### src/rtl/vga_sync_gen_if.sv
// Video-side bundle for vga_sync_gen: pixel position, colour in/out, syncs and frame marker.
interface vga_sync_gen_if;
  logic [9:0] col;
  logic [9:0] row;
  logic       valid;
  logic [5:0] rgb_in;
  logic [5:0] rgb_out;
  logic       hsync;
  logic       vsync;
  logic       frame_start;

  modport master (
    output col, row, valid, rgb_out, hsync, vsync, frame_start,
    input  rgb_in
  );

  modport slave (
    input  col, row, valid, rgb_out, hsync, vsync, frame_start,
    output rgb_in
  );
endinterface

### src/rtl/vga_sync_gen.sv
// 640x480@60 VGA timing generator with registered colour and sync outputs.
// Define VGA_PIXEL_DIV2_EN to tick pixels on every second clk (50 MHz input clock).
module vga_sync_gen (
  input  logic           clk,
  input  logic           reset,
  vga_sync_gen_if.master vid
);
  localparam logic [9:0] H_VISIBLE    = 10'd640;
  localparam logic [9:0] H_SYNC_START = 10'd656;
  localparam logic [9:0] H_SYNC_END   = 10'd751;
  localparam logic [9:0] H_LAST       = 10'd799;
  localparam logic [9:0] V_VISIBLE    = 10'd480;
  localparam logic [9:0] V_SYNC_START = 10'd490;
  localparam logic [9:0] V_SYNC_END   = 10'd491;
  localparam logic [9:0] V_LAST       = 10'd524;

  logic [9:0] col_r;
  logic [9:0] row_r;
  logic [9:0] col_next_s;
  logic [9:0] row_next_s;
  logic [5:0] rgb_r;
  logic [5:0] rgb_next_s;
  logic       hsync_r;
  logic       vsync_r;
  logic       frame_start_r;
  logic       started_r;
  logic       tick_s;
  logic       valid_s;
  logic       frame_next_s;
  logic       hsync_next_s;
  logic       vsync_next_s;

`ifdef VGA_PIXEL_DIV2_EN
  logic phase_r;

  // Divider toggle: cleared by reset so the first tick lands on the second cycle after release
  always_ff @(posedge clk) begin
    if (reset) begin
      phase_r <= 1'b0;
    end else begin
      phase_r <= ~phase_r;
    end
  end

  assign tick_s = phase_r;
`else
  assign tick_s = 1'b1;
`endif

  assign valid_s = (col_r < H_VISIBLE) && (row_r < V_VISIBLE);

  // Raster advance; the first tick after reset presents (0,0) as the frame start rather than stepping past it
  always_comb begin
    col_next_s   = col_r;
    row_next_s   = row_r;
    frame_next_s = 1'b0;
    if (!started_r) begin
      col_next_s   = 10'd0;
      row_next_s   = 10'd0;
      frame_next_s = 1'b1;
    end else if (col_r == H_LAST) begin
      col_next_s = 10'd0;
      if (row_r == V_LAST) begin
        row_next_s   = 10'd0;
        frame_next_s = 1'b1;
      end else begin
        row_next_s = row_r + 10'd1;
      end
    end else begin
      col_next_s = col_r + 10'd1;
    end
  end

  // Colour/sync stage decoded from the current position, registered one slot later
  always_comb begin
    rgb_next_s   = 6'b000000;
    hsync_next_s = 1'b1;
    vsync_next_s = 1'b1;
    if (started_r) begin
      rgb_next_s   = valid_s ? vid.rgb_in : 6'b000000;
      hsync_next_s = ~((col_r >= H_SYNC_START) && (col_r <= H_SYNC_END));
      vsync_next_s = ~((row_r >= V_SYNC_START) && (row_r <= V_SYNC_END));
    end else begin
      rgb_next_s = 6'b000000;
    end
  end

  // State and output registers; reset wins over a coincident tick, and non-tick cycles hold
  always_ff @(posedge clk) begin
    if (reset) begin
      col_r         <= 10'd0;
      row_r         <= 10'd0;
      rgb_r         <= 6'b000000;
      hsync_r       <= 1'b1;
      vsync_r       <= 1'b1;
      frame_start_r <= 1'b0;
      started_r     <= 1'b0;
    end else if (tick_s) begin
      col_r         <= col_next_s;
      row_r         <= row_next_s;
      rgb_r         <= rgb_next_s;
      hsync_r       <= hsync_next_s;
      vsync_r       <= vsync_next_s;
      frame_start_r <= frame_next_s;
      started_r     <= 1'b1;
    end
  end

  assign vid.col         = col_r;
  assign vid.row         = row_r;
  assign vid.valid       = valid_s;
  assign vid.rgb_out     = rgb_r;
  assign vid.hsync       = hsync_r;
  assign vid.vsync       = vsync_r;
  assign vid.frame_start = frame_start_r;
endmodule

### src/flat_wrapper.sv
// flat-port wrapper written by rule: the top's interface ports become plain ports
module vga_sync_gen_flat 
  (clk, reset, vid_col, vid_row, vid_valid, vid_rgb_out, vid_hsync, vid_vsync, vid_frame_start, vid_rgb_in);
  vga_sync_gen_if vid_i ();
  input  logic clk;
  input  logic reset;
  output wire logic [$bits(vid_i.col)-1:0] vid_col;
  output wire logic [$bits(vid_i.row)-1:0] vid_row;
  output wire logic [$bits(vid_i.valid)-1:0] vid_valid;
  output wire logic [$bits(vid_i.rgb_out)-1:0] vid_rgb_out;
  output wire logic [$bits(vid_i.hsync)-1:0] vid_hsync;
  output wire logic [$bits(vid_i.vsync)-1:0] vid_vsync;
  output wire logic [$bits(vid_i.frame_start)-1:0] vid_frame_start;
  input wire logic [$bits(vid_i.rgb_in)-1:0] vid_rgb_in;
  assign vid_col = vid_i.col;
  assign vid_row = vid_i.row;
  assign vid_valid = vid_i.valid;
  assign vid_rgb_out = vid_i.rgb_out;
  assign vid_hsync = vid_i.hsync;
  assign vid_vsync = vid_i.vsync;
  assign vid_frame_start = vid_i.frame_start;
  assign vid_i.rgb_in = vid_rgb_in;
  vga_sync_gen u_core (.clk(clk), .reset(reset), .vid(vid_i));
endmodule
### config.mk
export PLATFORM = sky130hd
export DESIGN_NAME = vga_sync_gen_flat
export DESIGN_NICKNAME = d
export VERILOG_FILES = /design/src/rtl/vga_sync_gen_if.sv /design/src/rtl/vga_sync_gen.sv /design/src/flat_wrapper.sv
export SDC_FILE = /design/constraint.sdc
export NUM_CORES = 1
export LEC_CHECK = 0
export BUFFER_PORTS_ARGS = -buffer_cell sky130_fd_sc_hd__buf_2
export CAP_MARGIN = 20
export CELL_PAD_IN_SITES_DETAIL_PLACEMENT = 0
export CELL_PAD_IN_SITES_GLOBAL_PLACEMENT = 1
export CORE_UTILIZATION = 33
export DETAILED_ROUTE_END_ITERATION = 6
export MAX_ROUTING_LAYER = met4
export PLACE_DENSITY = 0.68
export SLEW_MARGIN = 20
export SYNTH_ARGS = -nofsm -noshare
export SYNTH_HDL_FRONTEND = slang
export SYNTH_SLANG_ARGS = --single-unit
export TNS_END_PERCENT = 50
### constraint.sdc
create_clock -name clk -period 4.3 [get_ports clk]
set_input_delay 0.86 -clock clk [delete_from_list [all_inputs] [get_ports clk]]
set_output_delay 0.86 -clock clk [all_outputs]
set_load 0.01 [all_outputs]
==> results by group <==
Run status
  • Status: finished clean

Clock network
  • Post-CTS Setup Bufs: 0
  • Clock transition at path regs: 0.07 ns
  • Hold bufs inserted after CTS: 0
  • Later-pin clock latency in the skew report: 0.29 ns
  • Clock Root Buffer: clkbuf_8
  • Clk buf depth: 2
  • Clock sink count: 30
  • CTS resizes: 0
  • CTS tree: built
  • Htree depth: 2
  • TritonCTS Buffers: 5

Logic synthesis
  • Cell count after synthesis: 146
  • Avg Cell Area, Syn: 9.17 sq um
  • Async SR Flop Fraction: 0%
  • Syn. warnings: 0
  • FF+latch count, synth: 30
  • Library cells used by synthesis: 34
  • Post-synth EDFFs: 0
  • Yosys top cell by area: dfxtp_1
  • Top post-synthesis cells by area: dfxtp_1, nor2_1, ha_1
  • Area share of the leading cell type in the synthesized netlist: 44.9%
  • Synth Cell Area: 1340 sq um
  • Syn nets: 159
  • Register area share after synthesis: 44.9%
  • Synth Flop Type: dfxtp_1

Power
  • Clock power frac: 48.6%
  • Sequential power share: 48.5%
  • LEAKAGE: 0.688 nW
  • Int Power: 462 uW
  • Comb pwr share: 2.9%
  • Worst vdd ir: 232 uV
  • Pwr dens: 350 nW/um^2
  • Sw frac: 21.1%
  • Net Sw Power: 124 uW
  • Power consumption: 585 uW

STA
  • Maximum clock rate: 470 MHz
  • RSZ-0062 raised after global routing: false
  • Final min period: 2.13 ns
  • Slew @ Worst Pin: 0.482 ns
  • Final Max Slew Viols: 0
  • Final setup violation count: 0
  • Setup TNS: 0 ns
  • Worst Clk Skew: 0.00477 ns
  • Slew headroom: 67.8%
  • Hold Violations, Final: 0
  • Final setup margin: 2.17 ns
  • Tcrit/Tclk final: 49.5%

Detailed routing
  • Via count: 1184
  • Post-Route WL: 2940 um
  • WL/cell: 12.5 um
  • Final antenna-violating net count: 0
  • Drt drc: 0
  • Vias per cell: 5.04
  • Detailed-router iteration count before antenna repair: 6
  • Iter 0 DRT Violations: 25

Floorplanning
  • Chip height: 65.7 um
  • Core Area: 3770 sq um
  • Num ports: 38
  • Initial core utilization: 35.5%
  • Num rows: 22
  • Die Wd: 65.7 um
  • Die Area: 4320 sq um

GRT
  • Pin count of the biggest net entering global routing: 12
  • Vias in the first global route: 1064
  • GRT Total Usage: 15.9%
  • Initial antenna violation count: 0
  • Total grt overflow: 0
  • First-pass GRT wire length: 4930 um

Placement
  • Hpwl dp: 2200 um
  • Port Buffers: 37
  • Cells after DPL: 227
  • Final Wtd Congestion: 0.860
  • DP Worst Slack: 2.12 ns

Flow run
  • Max-cap violations: 0

Critical path
  • Crit start category: flop
  • CP Cell Sequence: o21ai_0 > nand2_1 > nor2_1 > buf_2
  • Critical Path Slowest Stage Cell: dfxtp_1
  • Req. time, crit path: 3.44 ns
  • CP peak stage delay: 0.39 ns
  • Critical Path AT: 1.27 ns
  • Top Family by Delay on Critical Path: flip-flops
  • Crit end category: output pin
  • Setup slack, reg-to-reg: 2.36 ns
  • Max Fanout on Critical Path: 9
  • Setup CP Type: reg2out
  • Bufs and invs on worst path: 1

Final layout
  • Nets: 199
  • Antenna cells: 0
  • Share of post-route cells with drive strength above 1: 27.3%
  • Fillers: 379
  • Final cell count without fillers: 235
  • Area grow syn2layout: 25.0%

Min path
  • Worst Hold Class: reg2reg
==> layout by cell type, fill, tap and decap left out, types with 2 or more instances in the layout <==
| cell type | count |
|---|---|
| buf_2 | 37 |
| dfxtp_1 | 30 |
| nor2_1 | 17 |
| nand2_1 | 9 |
| nand3_1 | 9 |
| nand4_1 | 8 |
| and2_1 | 8 |
| xor2_1 | 7 |
| nor3_1 | 6 |
| xnor2_1 | 6 |
| inv_1 | 5 |
| ha_1 | 5 |
| clkbuf_8 | 5 |
| a21oi_1 | 4 |
| and4_1 | 3 |
| o21ai_0 | 2 |
| or3_1 | 2 |
| or4_1 | 2 |
| nor2b_1 | 2 |
| and3_1 | 2 |
| mux2i_1 | 2 |
| nor4_1 | 2 |
| clkinvlp_4 | 2 |
==> path summary, 6_finish.rpt <==
check,start,to,cells after the start
hold reg to reg,u_core.vid.col[0]$_SDFF_PP0_,u_core.vid.col[0]$_SDFF_PP0_,1
setup / recovery,u_core.vid.col[8]$_SDFF_PP0_,vid_valid,4
hold / removal,u_core.vid.col[0]$_SDFF_PP0_,u_core.vid.col[0]$_SDFF_PP0_,1
setup reg to reg,u_core.vid.col[0]$_SDFF_PP0_,u_core.vid.row[8]$_SDFFE_PP0P_,5
==> power groups by stage <==
stage	Sequential, mW	Clock [mW]	Combinational, mW
2_1_floorplan	0.292	0	0.00682
3_3_place_gp	0.290	0	0.0171
3_5_place_dp	0.290	0	0.0175
4_1_cts	0.284	0.293	0.0176
5_1_grt	0.284	0.306	0.0195
6_report	0.284	0.284	0.0169
==> stage by stage <==
| stage | hold WS (ns) | cell area, sq um | utilization (%) |
|---|---|---|---|
| after floorplan | 0.482 | 1340 | - |
| final | 0.494 | 1670 | 44.4 |
| after CTS | 0.502 | 1670 | 44.4 |
| after global routing | 0.528 | 1670 | 44.4 |
| after detailed placement | 0.483 | 1560 | 41.3 |
| after global placement | 0.470 | 1560 | 41.3 |
==> state kept, by name, summed over array words and instances, names as in the netlist <==
| signal | flops |
|---|---|
| u_core.started_r | 1 |
| u_core.vid.rgb_out | 6 |
| u_core.vid.frame_start | 1 |
| u_core.vid.vsync | 1 |
| u_core.vid.row | 10 |
| u_core.vid.hsync | 1 |
| u_core.vid.col | 10 |
==> area by class of cell <==
class	instances	area, sq um	area share, %
multi-input cells	107	694	41.5
well taps	48	60.1	3.59
inverters	5	18.8	1.12
flip-flops and latches	30	601	35.9
clock buffers	5	68.8	4.11
repair buffers	37	185	11.1
clock inverters	3	45.0	2.69
==> cells in the mapped netlist (all sizes together) (3+ instances only) <==
| cell | count |
|---|---|
| inv | 5 |
| and2 | 8 |
| xnor2 | 6 |
| nand4 | 8 |
| ha | 5 |
| dfxtp | 30 |
| buf | 3 |
| a21oi | 4 |
| nor3 | 6 |
| or3 | 3 |
| nor4 | 3 |
| o21ai | 3 |
| or4 | 3 |
| nand2 | 9 |
| and3 | 3 |
| xor2 | 7 |
| and4 | 3 |
| nand3 | 9 |
| nor2 | 18 |
==> cells by family after synthesis <==
kind of cell | Yosys count | synth area share, %
AOI/OAI and AO/OA | 10 | 4.58
xor gates and xnor gates | 13 | 8.50
adders and majority gates | 5 | 4.67
buffers and inverters | 9 | 3.27
DFF | 30 | 44.9
muxes | 2 | 1.50
and+or+nand+nor | 77 | 32.6
==> layer usage <==
| metal | vias to the layer above | share of wire [%] | global-route usage [%] |
|---|---|---|---|
| met4 | 0 | 3.0 | 8.97 |
| met1 | 548 | 46 | 19.1 |
| met2 | 38 | 46 | 24.4 |
| li1 | 589 | - | - |
| met5 | - | 0 | - |
| met3 | 9 | 4.1 | 3.65 |
Note: power is estimated with default switching activity, not from simulation.
